### config.mk
export PLATFORM = sky130hd
export DESIGN_NAME = spi_controller_flat
export DESIGN_NICKNAME = d
export VERILOG_FILES = /design/src/rtl/spi_pkg.sv /design/src/rtl/spi_controller_if.sv /design/src/rtl/spi_tick_gen.sv /design/src/rtl/spi_controller.sv /design/src/flat_wrapper.sv
export SDC_FILE = /design/constraint.sdc
export NUM_CORES = 1
export LEC_CHECK = 0
export CORE_ASPECT_RATIO = 0.8
export CORE_MARGIN = 2
export CORE_UTILIZATION = 30
export DETAILED_ROUTE_END_ITERATION = 10
export SETUP_SLACK_MARGIN = 0.05
export SYNTH_ARGS = -nofsm -noshare
export SYNTH_HDL_FRONTEND = slang
export SYNTH_SLANG_ARGS = --single-unit
export TNS_END_PERCENT = 30
### constraint.sdc
create_clock -name clk -period 6 [get_ports clk]
set_input_delay 1.2 -clock clk [delete_from_list [all_inputs] [get_ports clk]]
set_output_delay 1.2 -clock clk [all_outputs]
set_load 0.05 [all_outputs]
### src/rtl/spi_pkg.sv
// Shared types and constants for the SPI write controller: FSM states, frame width,
// peripheral register map and the frame builder.
package spi_pkg;

    localparam int unsigned FRAME_W = 16;

    localparam logic [6:0] EN_OUT_7_0  = 7'h00;
    localparam logic [6:0] EN_OUT_15_8 = 7'h01;
    localparam logic [6:0] EN_PWM_7_0  = 7'h02;
    localparam logic [6:0] EN_PWM_15_8 = 7'h03;
    localparam logic [6:0] PWM_DUTY    = 7'h04;

    typedef enum logic [2:0] {
        IDLE,
        SETUP,
        SCK_HI,
        SCK_LO,
        GAP
    } state_e;

    // Write frame: R/W flag (1 = write), 7-bit address, 8-bit data, sent MSB first.
    function automatic logic [FRAME_W-1:0] build_frame(input logic [6:0] addr,
                                                       input logic [7:0] wdata);
        return {1'b1, addr, wdata};
    endfunction

endpackage

### src/rtl/spi_controller_if.sv
// Request/SPI bus bundle for spi_controller; master is the controller side,
// slave is the requester/peripheral side.
interface spi_controller_if;

    logic       start;
    logic [6:0] addr;
    logic [7:0] wdata;
    logic       ready;
    logic       done;
    logic       SCLK;
    logic       COPI;
    logic       nCS;

    modport master (
        input  start,
        input  addr,
        input  wdata,
        output ready,
        output done,
        output SCLK,
        output COPI,
        output nCS
    );

    modport slave (
        output start,
        output addr,
        output wdata,
        input  ready,
        input  done,
        input  SCLK,
        input  COPI,
        input  nCS
    );

endinterface

### src/rtl/spi_tick_gen.sv
// Phase timer: one-cycle tick every CLK_DIV cycles, held at zero while i_clear is high
// so each frame starts with a full-length first phase.
module spi_tick_gen #(
    parameter int unsigned CLK_DIV = 4
) (
    input  logic clk,
    input  logic rst_n,
    input  logic i_clear,
    output logic o_tick
);

    localparam logic [7:0] LP_LAST = 8'(CLK_DIV - 1);

    logic [7:0] r_cnt;
    logic       w_last;

    assign w_last = (r_cnt == LP_LAST);
    assign o_tick = w_last && !i_clear;

    always_ff @(posedge clk or negedge rst_n) begin
        if (!rst_n) begin
            r_cnt <= 8'd0;
        end else if (i_clear || w_last) begin
            r_cnt <= 8'd0;
        end else begin
            r_cnt <= r_cnt + 8'd1;
        end
    end

endmodule

### src/rtl/spi_controller.sv
// SPI mode-0 write-only controller: accepts a 7-bit address and 8-bit data, shifts out a
// 16-bit write frame MSB first, then holds chip select high for a guard gap.
module spi_controller
    import spi_pkg::*;
#(
    parameter int unsigned CLK_DIV = 4
) (
    input  logic             clk,
    input  logic             rst_n,
    spi_controller_if.master bus
);

    state_e             r_state;
    logic [4:0]         r_bit_cnt;
    logic [FRAME_W-1:0] r_shift;
    logic               r_ready;
    logic               r_done;
    logic               r_sclk;
    logic               r_copi;
    logic               r_ncs;

    logic               w_tick;
    logic               w_clear;
    logic [FRAME_W-1:0] w_frame;

    assign w_clear = (r_state == IDLE);
    assign w_frame = build_frame(bus.addr, bus.wdata);

    spi_tick_gen #(
        .CLK_DIV(CLK_DIV)
    ) u_tick_gen (
        .clk    (clk),
        .rst_n  (rst_n),
        .i_clear(w_clear),
        .o_tick (w_tick)
    );

    always_ff @(posedge clk or negedge rst_n) begin
        if (!rst_n) begin
            r_state   <= IDLE;
            r_bit_cnt <= 5'd0;
            r_shift   <= '0;
            r_ready   <= 1'b1;
            r_done    <= 1'b0;
            r_sclk    <= 1'b0;
            r_copi    <= 1'b0;
            r_ncs     <= 1'b1;
        end else begin
            r_done <= 1'b0;
            unique case (r_state)
                IDLE: begin
                    if (bus.start) begin
                        r_state   <= SETUP;
                        r_shift   <= w_frame;
                        r_bit_cnt <= 5'd0;
                        r_ready   <= 1'b0;
                        r_ncs     <= 1'b0;
                        r_sclk    <= 1'b0;
                        r_copi    <= w_frame[FRAME_W-1];
                    end
                end
                SETUP: begin
                    if (w_tick) begin
                        r_state <= SCK_HI;
                        r_sclk  <= 1'b1;
                    end
                end
                SCK_HI: begin
                    // Advance data on the falling edge so it is stable at the next rise.
                    if (w_tick) begin
                        r_state   <= SCK_LO;
                        r_sclk    <= 1'b0;
                        r_bit_cnt <= r_bit_cnt + 5'd1;
                        r_shift   <= {r_shift[FRAME_W-2:0], 1'b0};
                        r_copi    <= r_shift[FRAME_W-2];
                    end
                end
                SCK_LO: begin
                    if (w_tick) begin
                        if (r_bit_cnt == 5'(FRAME_W)) begin
                            r_state <= GAP;
                            r_ncs   <= 1'b1;
                            r_copi  <= 1'b0;
                            r_done  <= 1'b1;
                        end else begin
                            r_state <= SCK_HI;
                            r_sclk  <= 1'b1;
                        end
                    end
                end
                GAP: begin
                    if (w_tick) begin
                        r_state   <= IDLE;
                        r_ready   <= 1'b1;
                        r_bit_cnt <= 5'd0;
                        r_shift   <= '0;
                    end
                end
                default: begin
                    r_state <= IDLE;
                    r_ready <= 1'b1;
                    r_ncs   <= 1'b1;
                    r_sclk  <= 1'b0;
                    r_copi  <= 1'b0;
                end
            endcase
        end
    end

    assign bus.ready = r_ready;
    assign bus.done  = r_done;
    assign bus.SCLK  = r_sclk;
    assign bus.COPI  = r_copi;
    assign bus.nCS   = r_ncs;

endmodule

### src/flat_wrapper.sv
// flat-port wrapper written by rule: the top's interface ports become plain ports
module spi_controller_flat import spi_pkg::*;
#(
    parameter int unsigned CLK_DIV = 4
)
  (clk, rst_n, bus_start, bus_addr, bus_wdata, bus_ready, bus_done, bus_SCLK, bus_COPI, bus_nCS);
  spi_controller_if bus_i ();
  input  logic clk;
  input  logic rst_n;
  input wire logic [$bits(bus_i.start)-1:0] bus_start;
  input wire logic [$bits(bus_i.addr)-1:0] bus_addr;
  input wire logic [$bits(bus_i.wdata)-1:0] bus_wdata;
  output wire logic [$bits(bus_i.ready)-1:0] bus_ready;
  output wire logic [$bits(bus_i.done)-1:0] bus_done;
  output wire logic [$bits(bus_i.SCLK)-1:0] bus_SCLK;
  output wire logic [$bits(bus_i.COPI)-1:0] bus_COPI;
  output wire logic [$bits(bus_i.nCS)-1:0] bus_nCS;
  assign bus_i.start = bus_start;
  assign bus_i.addr = bus_addr;
  assign bus_i.wdata = bus_wdata;
  assign bus_ready = bus_i.ready;
  assign bus_done = bus_i.done;
  assign bus_SCLK = bus_i.SCLK;
  assign bus_COPI = bus_i.COPI;
  assign bus_nCS = bus_i.nCS;
  spi_controller #(.CLK_DIV(CLK_DIV)) u_core (.clk(clk), .rst_n(rst_n), .bus(bus_i));
endmodule
* Word level (Yosys, flattened, before mapping)
Cells that the tools add are included.
Storage, ports and cells: output and inout bits 5, register bits after elaboration 36
Operators by class: bitwise logic cells 4, eq/ne operators 13, muxes and demuxes 34, reduce and logical (&&, ||, !) cells 14, $add $sub $neg 2
Operators with widths (number):
- 2-to-1 mux 15 bit | 3
- one-hot mux 15 bit (3 select lines) | 1
- 2-to-1 mux 3 bit | 6
- 2-to-1 mux 5 bit | 3
- one-hot mux 3 bit (5 select lines) | 1
- one-hot mux 5 bit (3 select lines) | 1
- 2-to-1 mux 1 bit | 14
- inequality test 2 bit, second input constant | 6
- AND reduction 5 bit | 2
- adder 8 x 1 -> 8 bit, second input constant | 1
- equality test 8 x 2 -> 1 bit, second input constant | 1
- 2-to-1 mux 8 bit | 1
- AND reduction 4 bit | 2
- equality test 3 x 2 -> 1 bit, second input constant | 2
- one-hot mux 1 bit (3 select lines) | 2
- AND reduction 6 bit | 1
- OR reduction 3 bit | 2
- adder 5 x 1 -> 5 bit, second input constant | 1
- equality test 5 bit, second input constant | 1
- one-hot mux 1 bit (5 select lines) | 1
- NOT 1 bit | 4
- one-hot mux 1 bit (4 select lines) | 1
- equality test 3 x 1 -> 1 bit, second input constant | 1
- equality test 3 bit, second input constant | 1
- 8 further kinds | 8

* Logic depth before layout (Yosys ltp)
Gate-level depths: netlist of run 1.
depth in word-level cells 5, depth in mapped cells 6, depth with buffers taken out 5

* Hierarchy
From an unflattened synthesis of run 1, not the netlist that was laid out.
Unflattened totals: cells, all modules 186, area total of the unflattened synthesis 1814.2 sq um
By module, submodules not included:
- spi_controller | area each 1432.6 sq um, cells an instance 147, times used 1
- spi_tick_gen | area each 381.6 sq um, cells an instance 39, times used 1

* Least setup slack after synthesis of run 1
Ideal clock, no wire load.
kind input to register, start point in bus_start, end point reg u_core.r_shift[10], slack 3773 ps, data arrival time 2102 ps, buffers on the path 1, stages on the path 4, cell sequence nand2b_1 > o221ai_4 > buf_8 > mux2_4
On the way: cells in the longest elaborated chain, start to end 2
RTL lines:
- start: declaration | RTL line flat_wrapper.sv:10 | input wire logic [$bits(bus_i.start)-1:0] bus_start;
- inequality test 2 bit (no source line)
- AND reduction 4 bit (no source line)
- end signal: assignment | RTL line spi_controller.sv:54 | r_shift <= w_frame;
- end signal: assignment | RTL line spi_controller.sv:74 | r_shift <= {r_shift[FRAME_W-2:0], 1'b0};
- end: declaration | RTL line spi_controller.sv:15 | logic [FRAME_W-1:0] r_shift;
Every way passes these cells. A chain may end at the register's enable or synchronous reset.

* Final worst setup path of run 1
start point reg u_core.r_ncs (netlist: u_core.bus.nCS), end point out bus_nCS
RTL lines:
- start: declaration | RTL line spi_controller.sv:20 | logic r_ncs;
- start signal: assignment | RTL line spi_controller.sv:47 | r_ncs <= 1'b1;
- start signal: assignment | RTL line spi_controller.sv:57 | r_ncs <= 1'b0;
- start signal: assignment | RTL line spi_controller.sv:82 | r_ncs <= 1'b1;
- end: declaration | RTL line flat_wrapper.sv:17 | output wire logic [$bits(bus_i.nCS)-1:0] bus_nCS;
No word-level cell between the ends.

==> reports/results.md, run 1 <==
| Quantity | Reported |
| --- | --- |
| Status | complete, no violations |
| WL/cell | 13.4 um |
| Fin crit share | 0.478 |
| Boundary Pins | 23 |
| Post-synthesis to final-layout area growth | 21.9% |
| Number of synthesized register bits | 36 |
| Hold Fails Final Rpt | 0 |
| Final-stage net count | 217 |
| Final Max Slew Viols | 0 |
| Synthesized area divided by synthesized cell count | 11.0 um^2 |
| Largest net degree at the start of global routing | 37 |
| Setup repair after global routing missed its margin | no |
| Detailed-route wire length | 3730 um |
| Routing usage on met1 | 0.170 |
| Largest stage delay, worst path | 810 ps |
| Clock tree root buffer cell | clkbuf_8 |
| Count of distinct cell types in the synthesized netlist | 44 |
| Endpoint arrival time on the critical path | 1670 ps |
| Post-DP HPWL | 2530 um |
| Lkg Pwr | 0.994 nW |
| Number of detailed-routing iterations run before antenna repair | 4 |
| Post_cts resized | 0 |
| Dominant synthesized flop cell | dfrtp_1 |
| Highest attainable clock frequency | 349 MHz |
| Die Y-Extent | 74.9 um |
| Rel. slew slack | 0.497 |
| Die Outline Area | 6940 um^2 |
| Clock tree from TritonCTS | yes |
| Max-capacitance violation count | 0 |
| Tot GR Track Use | 0.119 |
| Kind of end point of the critical path | primary output |
| Post-route clock skew | 5.99 ps |
| Endpoints failing setup | 0 |
| Number of flops mapped to enable cells by yosys | 0 |
| Pwr Density | 457 nW/um^2 |
| Async set or reset register ratio after synthesis | 1.00 |
| Number of CTS-inserted buffers | 5 |
| Number of global-route vias before repair | 1309 |
| Most used routing layer | met2 |
| Tot Pwr | 1.05 mW |
| Count of routing violations after the opening detailed-route iteration | 79 |
| Fraction of the yosys area taken by sequential cells | 0.479 |
| Max VDD drop | 0.129 mV |
| Number of sinks driven by the clock tree | 36 |
| Number of antenna violations at the first check in global routing | 0 |
| Minimum clock period | 2870 ps |
| Critical Path Slowest Stage Cell | clkdlybuf4s50_1 |
| Number of vias per cell after detailed routing | 4.83 |
| Slew at the pin closest to its max-slew limit | 755 ps |
| Number of warning messages in the yosys log | 0 |
| GR Layer Usage met2 | 0.173 |
| Synthesized netlist cell count | 171 |
| Area of combinational cells with multiple inputs | 915 um^2 |
| Hold bufs inserted after CTS | 0 |
| Number of routed nets with antenna violations | 0 |
| Cell area after synthesis | 1890 um^2 |
| Insertion delay of the later-clocked pin in the worst-skew pair | 300 ps |
| Buffers inserted by post-CTS timing repair | 0 |
| Worst Setup Start Kind | flip-flop |
| Total grt overflow | 0 |
| Class of the tightest hold or removal check | reg2reg |
| X dimension of the die | 92.7 um |
| Worst path cell trace | clkdlybuf4s50_1 |
| Hold_ws | 510 ps |
| Fin Setup TNS | 0 ps |
| Number of rows in the core area | 25 |
| Number of buffers added on ports | 22 |
| Buffering stage count on the worst path with inverters included | 1 |
| Area used by sequential logic in the layout | 903 um^2 |
| Via count of the routed design | 1343 |
| Max FO, Critical Path | 4 |
| Buffers from clock root to sink, at most | 2 |
| Critical path type | reg2out |
| Family with the most delay on the worst path | buffers and inverters |
| Clock slew seen by the registers of the worst setup and hold paths | 70 ps |
| Number of nets produced by synthesis | 192 |
| Routability congestion estimate | 0.767 |
| Placed Instance Area | 2190 um^2 |
| Initial Utilization | 0.314 |
| Area of the placeable core | 6010 um^2 |
| First-pass GRT wire length | 6440 um |
| Fraction of final layout cells with drive strength greater than 1 | 0.188 |
| Data required time of the critical path | 4800 ps |
| Filler cell count | 597 |
| Finished layout cell area | 2300 um^2 |
| DRC violation count after routing | 0 |
| GR Util met3 | 0.0490 |
| Number of H-tree levels | 2 |
| Ant. Diodes | 0 |
cell type report:
class / instances / area share
multi-input combinational: 120 / 0.398
sequential: 36 / 0.393
timing repair buffer: 24 / 0.102
tap: 81 / 0.0441
clock buffer: 5 / 0.0299
clock inverter: 3 / 0.0185
inverter: 9 / 0.0147
synth_stat cells, drive strengths merged, types with 3 or more instances:
cell	count	area, um^2
a21oi	7	35.0
a22o	14	123
clkbuf	4	15.0
dfrtp	34	851
ha	3	37.5
inv	9	33.8
mux2	14	176
nand2	7	33.8
nand2b	4	25.0
nand3	14	70.1
nor2	14	52.6
nor2b	3	18.8
o21ai	4	20.0
xor2	6	52.6
power by group:
| part | switching (mW) | total [mW] | internal (mW) | leakage, nW |
|---|---|---|---|---|
| Sequential | 0.0895 | 0.429 | 0.339 | 0.448 |
| Combinational | 0.206 | 0.407 | 0.202 | 0.492 |
| Clock | 0.0924 | 0.215 | 0.123 | 0.0541 |
| Total | 0.387 | 1.05 | 0.664 | 0.994 |
through the flow:
stage	setup slack (ps)	util	instances
2_1_floorplan	3770	-	171
3_3_place_gp	2960	0.364	270
3_5_place_dp	2940	0.364	270
4_1_cts	3130	0.383	278
5_1_grt	3090	0.383	278
6_report	3130	0.383	278
cell usage in the layout (no fill, tap or decap), types with 4 or more instances in the layout:
cell type        count
dfrtp_1             34
clkdlybuf4s50_1     22
nand3_1             14
nor2_1              14
a22o_1              14
inv_1                9
mux2_2               9
a21oi_1              7
xor2_1               6
nand2_1              6
mux2_4               5
clkbuf_8             5
nand2b_1             4
registers in the layout, indices dropped and copies added, names as in the netlist:
register and count:
u_core.r_state 3, u_core.bus.COPI 1, u_core.bus.done 1, u_core.bus.ready 1, u_core.u_tick_gen.r_cnt 8, u_core.bus.SCLK 1
u_core.r_shift 15, u_core.r_bit_cnt 5, u_core.bus.nCS 1
kinds of logic (layout without fill, tap and decap cells):
group | Yosys count | after routing | share of synthesized area
fa+ha+maj | 3 | 3 | 0.0199
flops | 36 | 36 | 0.479
xor+xnor | 8 | 8 | 0.0371
simple gates | 57 | 57 | 0.174
mux | 16 | 16 | 0.104
buf+inv | 15 | 41 | 0.0365
compound gates | 36 | 36 | 0.150
per-layer routing:
metal	vias up	routed length [um]
met3	2	175
li1	671	-
met2	26	1510
met4	0	23
met1	644	2020
met5	-	0
final timing paths:
path	depth (start not counted)	slack, ps	from	endpoint
max	1	3130	u_core.bus.nCS	bus_nCS
min	1	510	u_core.u_tick_gen.r_cnt[0]	u_core.u_tick_gen.r_cnt[0]
max reg2reg	5	3490	u_core.u_tick_gen.r_cnt[0]	u_core.r_shift[2]
min reg2reg	1	510	u_core.u_tick_gen.r_cnt[0]	u_core.u_tick_gen.r_cnt[0]
max in group asynchronous	2	4340	rst_n	u_core.bus.ready
min in group asynchronous	2	1320	rst_n	u_core.u_tick_gen.r_cnt[7]
(Power assumes the default switching activity.)
==> inputs of run 2 (changes only) <==
==> constraint.sdc (replaced) <==
create_clock -name clk -period 3 [get_ports clk]
set_input_delay 0.6 -clock clk [delete_from_list [all_inputs] [get_ports clk]]
set_output_delay 0.6 -clock clk [all_outputs]
set_load 0.05 [all_outputs]
==> run 2 against run 1 <==
  * First-iteration DRC count shrank 19%
  * Sequential power grew 100%
  * Final cell count grew 0.72%
  * Flip-flop and latch count is the same
  * Critical endpoint unchanged
  * Largest cell class unchanged
  * Largest power group unchanged
==> reports/results.md, run 2 (synthesis results as in run 1) <==
| Quantity | Reported | Change |
| --- | --- | --- |
| R2R cell count | 4 | -1 |
| Data required time of the critical path | 2400 ps | -2400 ps |
| Ant. Diodes | 0 | unchanged |
| Largest stage delay, worst path | 810 ps | about the same |
| Routability congestion estimate | 0.780 | +1.7% |
| Count of routing violations after the opening detailed-route iteration | 64 | -19% |
| Setup WS pre-CTS | 592 ps | -2350 ps |
| Die Y-Extent | 74.9 um | unchanged |
| Pwr Density | 889 nW/um^2 | +94% |
| Max FO, Critical Path | 4 | unchanged |
| Buffering stage count on the worst path with inverters included | 1 | unchanged |
| Endpoint arrival time on the critical path | 1670 ps | about the same |
| Post-synthesis to final-layout area growth | 21.7% |  |
| Startpoint of the most critical register-to-register path | u_core.u_tick_gen.r_cnt[2] |  |
| Number of buffers added on ports | 22 | unchanged |
| Rel. slew slack | 0.539 | +0.0422 |
| Largest registers | u_core.r_shift (15), u_core.u_tick_gen.r_cnt (8), u_core.r_bit_cnt (5) |  |
| Detailed-route wire length | 3760 um | +0.86% |
| Boundary Pins | 23 | unchanged |
| Lkg Pwr | 1.00 nW | +0.74% |
| Area of the placeable core | 6010 um^2 | unchanged |
| Number of sinks driven by the clock tree | 36 | unchanged |
| Fin crit share | 0.756 |  |
| Hold bufs inserted after CTS | 0 | unchanged |
| DRC violation count after routing | 0 | unchanged |
| Post-Route Utilization | 0.382 | -0.000625 |
| Setup repair after global routing missed its margin | no |  |
| Fraction of final layout cells with drive strength greater than 1 | 0.196 | +0.00816 |
| Post-DP HPWL | 2570 um | +1.4% |
| Reg-to-reg critical path endpoint | u_core.r_shift[4] |  |
| Hold_ws | 505 ps | -5.11 ps |
| First-pass GRT wire length | 6440 um | -0.11% |
| Max-capacitance violation count | 0 | unchanged |
| Highest attainable clock frequency | 441 MHz |  |
| Number of antenna violations at the first check in global routing | 0 | unchanged |
| Total grt overflow | 0 | unchanged |
| Minimum clock period | 2270 ps |  |
| Final Max Slew Viols | 0 | unchanged |
| Class of the tightest hold or removal check | reg2reg |  |
| Fin Setup TNS | 0 ps | unchanged |
| Clock tree from TritonCTS | yes |  |
| Number of global-route vias before repair | 1301 | -0.61% |
| Worst Slack Setup Final | 733 ps | -2400 ps |
| Hold Fails Final Rpt | 0 | unchanged |
| Launching instance or port of the critical path | u_core.bus.nCS |  |
| Die Outline Area | 6940 um^2 | unchanged |
| X dimension of the die | 92.7 um | unchanged |
| Status | complete, no violations |  |
| Setup slack of the most critical reg-to-reg path | 760 ps | -2730 ps |
| Via count of the routed design | 1357 | +1.0% |
| Number of H-tree levels | 2 | unchanged |
| Initial Utilization | 0.314 | unchanged |
| Clock slew seen by the registers of the worst setup and hold paths | 80 ps | about the same |
| Critical Path End | bus_nCS |  |
| Critical path type | reg2out |  |
| Insertion delay of the later-clocked pin in the worst-skew pair | 300 ps | about the same |
| Family with the most delay on the worst path | buffers and inverters |  |
| Register ranked first by flip-flop count | u_core.r_shift |  |
| Post-route clock skew | 9.85 ps | +3.86 ps |
| Most common cell after layout, fill and taps aside | dfrtp_1 |  |
| Clock tree root buffer cell | clkbuf_8 |  |
| Kind of end point of the critical path | primary output |  |
| WL/cell | 13.4 um | +0.14% |
| Commonest non-fill, non-tap cells in the layout | 34 x dfrtp_1, 22 x clkdlybuf4s50_1, 14 x nand3_1, 14 x nor2_1, 14 x a22o_1 |  |
| Post-route non-filler standard cell count | 280 | +0.72% |
| Post_cts resized | 0 | unchanged |
| Worst path cell trace | clkdlybuf4s50_1 |  |
| Largest net degree at the start of global routing | 37 | unchanged |
| Worst hold start | u_core.u_tick_gen.r_cnt[0] |  |
| Tot GR Track Use | 0.122 | +0.00287 |
| Worst Setup Start Kind | flip-flop |  |
| Max VDD drop | 0.240 mV | +86% |
| Instance count after placement with tap cells included | 272 | +0.74% |
| Number of vias per cell after detailed routing | 4.85 | +0.32% |
| Final-stage net count | 219 | +0.92% |
| Critical Path Slowest Stage Cell | clkdlybuf4s50_1 |  |
| Number of rows in the core area | 25 | unchanged |
| Number of CTS-inserted buffers | 5 | unchanged |
| Buffers inserted by post-CTS timing repair | 0 | unchanged |
| Endpoints failing setup | 0 | unchanged |
| Slew at the pin closest to its max-slew limit | 692 ps | -63.3 ps |
| Max reg flops | 15 | unchanged |
| Buffers from clock root to sink, at most | 2 | unchanged |
| Number of detailed-routing iterations run before antenna repair | 4 | unchanged |
| Number of logic stages on the critical path including buffering | 1 | unchanged |
| Number of routed nets with antenna violations | 0 | unchanged |
run 2: report_power, final:
part           internal (mW)  switching [mW]
logic                  0.413           0.407
clock network          0.183           0.179
registers              0.679           0.180
run 2: layout make-up:
type | instances | area (um^2)
clock buffer | 6 | 82.6
sequential | 36 | 903
timing repair buffer | 26 | 250
multi-input combinational | 120 | 915
clock inverter | 2 | 10.0
inverter | 9 | 33.8
fill | 624 | 3710
tap | 81 | 101
run 2: how the worst min path moves through the flow:
stage               slack, ps  depth (start not counted)                         end
detailed placement        490                          1          u_core.r_shift[13]
global placement          490                          1           u_core.r_shift[8]
finish                    510                          1  u_core.u_tick_gen.r_cnt[0]
floorplan                 300                          0             u_core.bus.COPI
global route              530                          1           u_core.r_shift[5]
CTS                       510                          1  u_core.u_tick_gen.r_cnt[0]
run 2: metrics by stage:
step	cell area, um^2	total power, mW
after floorplan	1890	1.48
after CTS	2300	2.07
after global placement	2200	1.68
after detailed placement	2200	1.70
after global routing	2300	2.21
final	2300	2.04
run 2: per-layer routing:
layer / share of wire / GRT usage / routed length, um / vias up
met2: 0.43 / 0.174 / 1600 / 28
li1: - / - / - / 671
met3: 0.045 / 0.0390 / 168 / 7
met1: 0.51 / 0.170 / 1930 / 651
met5: 0 / 0 / 0 / -
met4: 0.017 / 0.0539 / 65 / 0
==> inputs of run 3 (changes only) <==
==> constraint.sdc (replaced) <==
create_clock -name clk -period 2.25 [get_ports clk]
set_input_delay 0.45 -clock clk [delete_from_list [all_inputs] [get_ports clk]]
set_output_delay 0.45 -clock clk [all_outputs]
set_load 0.05 [all_outputs]
==> run 3 against run 2 <==
  * Clock-buffer cell count increased by 1
  * Sequential power increased by 32%
  * Utilization is 1.0 points higher
  * Cell area increased by 2.6%
  * Largest power group is now combinational logic
  * Wire length up 4.7%
  * Via count is 3.0% higher
==> reports/results.md, run 3 (synthesis results as in run 1) <==
| Quantity | Reported | Change |
| --- | --- | --- |
| Number of logic stages on the critical path including buffering | 1 | unchanged |
| Worst hold start | u_core.r_shift[3] |  |
| Boundary Pins | 23 | unchanged |
| Insertion delay of the later-clocked pin in the worst-skew pair | 290 ps | about the same |
| Number of H-tree levels | 2 | unchanged |
| Number of antenna violations at the first check in global routing | 0 | unchanged |
| Setup WS pre-CTS | 197 ps | -394 ps |
| Launching instance or port of the critical path | u_core.bus.nCS |  |
| X dimension of the die | 92.7 um | unchanged |
| Post-route clock skew | 10.9 ps | +1.06 ps |
| Pwr Density | 1200 nW/um^2 | +35% |
| Status | complete, no violations |  |
| Clock tree root buffer cell | clkbuf_8 |  |
| Hold Fails Final Rpt | 0 | unchanged |
| Data required time of the critical path | 1800 ps | -600 ps |
| Buffers inserted by post-CTS timing repair | 0 | unchanged |
| Number of detailed-routing iterations run before antenna repair | 4 | unchanged |
| Most common cell after layout, fill and taps aside | dfrtp_1 |  |
| Buffering stage count on the worst path with inverters included | 1 | unchanged |
| Post_cts resized | 0 | unchanged |
| Fin Setup TNS | 0 ps | unchanged |
| Largest net degree at the start of global routing | 37 | unchanged |
| Post-synthesis to final-layout area growth | 24.9% |  |
| WL/cell | 13.9 um | +3.3% |
| Routability congestion estimate | 0.831 | +6.6% |
| Number of global-route vias before repair | 1419 | +9.1% |
| Worst Setup Start Kind | flip-flop |  |
| Max VDD drop | 0.407 mV | +70% |
| Tot Pwr | 2.83 mW | +39% |
| Highest attainable clock frequency | 476 MHz |  |
| Number of CTS-inserted buffers | 5 | unchanged |
| Largest stage delay, worst path | 800 ps | about the same |
| Endpoint arrival time on the critical path | 1650 ps | -20 ps |
| Number of vias per cell after detailed routing | 4.92 | +1.6% |
| R2R cell count | 6 | +2 |
| Hold Path Stages | 1 | unchanged |
| Commonest non-fill, non-tap cells in the layout | 34 x dfrtp_1, 22 x clkdlybuf4s50_1, 14 x nand3_1, 14 x nor2_1, 14 x a22o_1 |  |
| Ant. Diodes | 0 | unchanged |
| Tot GR Track Use | 0.128 | +0.00694 |
| Fraction of final layout cells with drive strength greater than 1 | 0.212 | +0.0158 |
| Post-Route Utilization | 0.392 | +0.0100 |
| Area of the placeable core | 6010 um^2 | unchanged |
| Worst Slack Setup Final | 149 ps | -584 ps |
| Number of buffers added on ports | 22 | unchanged |
| Final Max Slew Viols | 0 | unchanged |
| Max-capacitance violation count | 0 | unchanged |
| Count of routing violations after the opening detailed-route iteration | 86 | +34% |
| Minimum clock period | 2100 ps |  |
| Class of the tightest hold or removal check | reg2reg |  |
| Fin crit share | 0.934 |  |
| Clock tree from TritonCTS | yes |  |
| Worst path cell trace | clkdlybuf4s50_1 |  |
| Total grt overflow | 0 | unchanged |
| Register ranked first by flip-flop count | u_core.r_shift |  |
| Family with the most delay on the worst path | buffers and inverters |  |
| Die Y-Extent | 74.9 um | unchanged |
| First-pass GRT wire length | 6910 um | +7.4% |
| Detailed-route wire length | 3940 um | +4.7% |
| Filler cell count | 628 | +0.64% |
| Post-DP HPWL | 2700 um | +5.1% |
| Number of rows in the core area | 25 | unchanged |
| Max reg flops | 15 | unchanged |
| Rel. slew slack | 0.576 | +0.0371 |
| Initial Utilization | 0.314 | unchanged |
| Hold bufs inserted after CTS | 0 | unchanged |
| Clock slew seen by the registers of the worst setup and hold paths | 80 ps | about the same |
| Number of routed nets with antenna violations | 0 | unchanged |
| Number of sinks driven by the clock tree | 36 | unchanged |
| Endpoints failing setup | 0 | unchanged |
| Setup repair after global routing missed its margin | no |  |
| Die Outline Area | 6940 um^2 | unchanged |
| Critical path type | reg2out |  |
| Lkg Pwr | 1.03 nW | +2.4% |
| Buffers from clock root to sink, at most | 2 | unchanged |
| Startpoint of the most critical register-to-register path | u_core.u_tick_gen.r_cnt[0] |  |
| Via count of the routed design | 1398 | +3.0% |
| Slew at the pin closest to its max-slew limit | 632 ps | -59.8 ps |
| Kind of end point of the critical path | primary output |  |
| Critical Path Slowest Stage Cell | clkdlybuf4s50_1 |  |
| Largest registers | u_core.r_shift (15), u_core.u_tick_gen.r_cnt (8), u_core.r_bit_cnt (5) |  |
| Max FO, Critical Path | 4 | unchanged |
| DRC violation count after routing | 0 | unchanged |
| Final-stage net count | 224 | +2.3% |
run 3: report_power, final:
| part | total [mW] | internal (mW) | leakage (nW) | switching (mW) |
|---|---|---|---|---|
| combinational | 1.20 | 0.606 | 0.527 | 0.597 |
| sequential | 1.13 | 0.906 | 0.448 | 0.226 |
| clock | 0.499 | 0.273 | 0.0503 | 0.227 |
| total | 2.83 | 1.79 | 1.03 | 1.05 |
run 3: metal layers:
metal | share of wire | global-route usage
met1 | 0.52 | 0.181
met2 | 0.42 | 0.191
met3 | 0.047 | 0.0410
met4 | 0.0094 | 0.0392
met5 | 0 | 0
run 3: final cells by class:
class	instances	area, um^2	share of cell area
clock buffers	7	96.3	0.0409
inverters	9	33.8	0.0143
multi-input cells	120	921	0.391
flip-flops and latches	36	903	0.383
well taps	81	101	0.0430
repair buffers	31	300	0.127
run 3: metrics by stage:
stage / std cells / hold WS [ps] / area (um^2)
2_1_floorplan: 171 / 154 / 1890
4_1_cts: 284 / 515 / 2350
3_5_place_dp: 277 / 494 / 2250
6_report: 284 / 512 / 2360
3_3_place_gp: 277 / 491 / 2250
5_1_grt: 284 / 526 / 2360
run 3: final timing paths:
check	end	slack, ps
worst max-delay path	bus_nCS	150
worst min-delay path	u_core.r_shift[3]	510
worst max register to register	u_core.r_bit_cnt[3]	260
worst min register to register	u_core.r_shift[3]	510
max in group asynchronous	u_core.r_bit_cnt[2]	1330
min in group asynchronous	u_core.r_state[0]	580
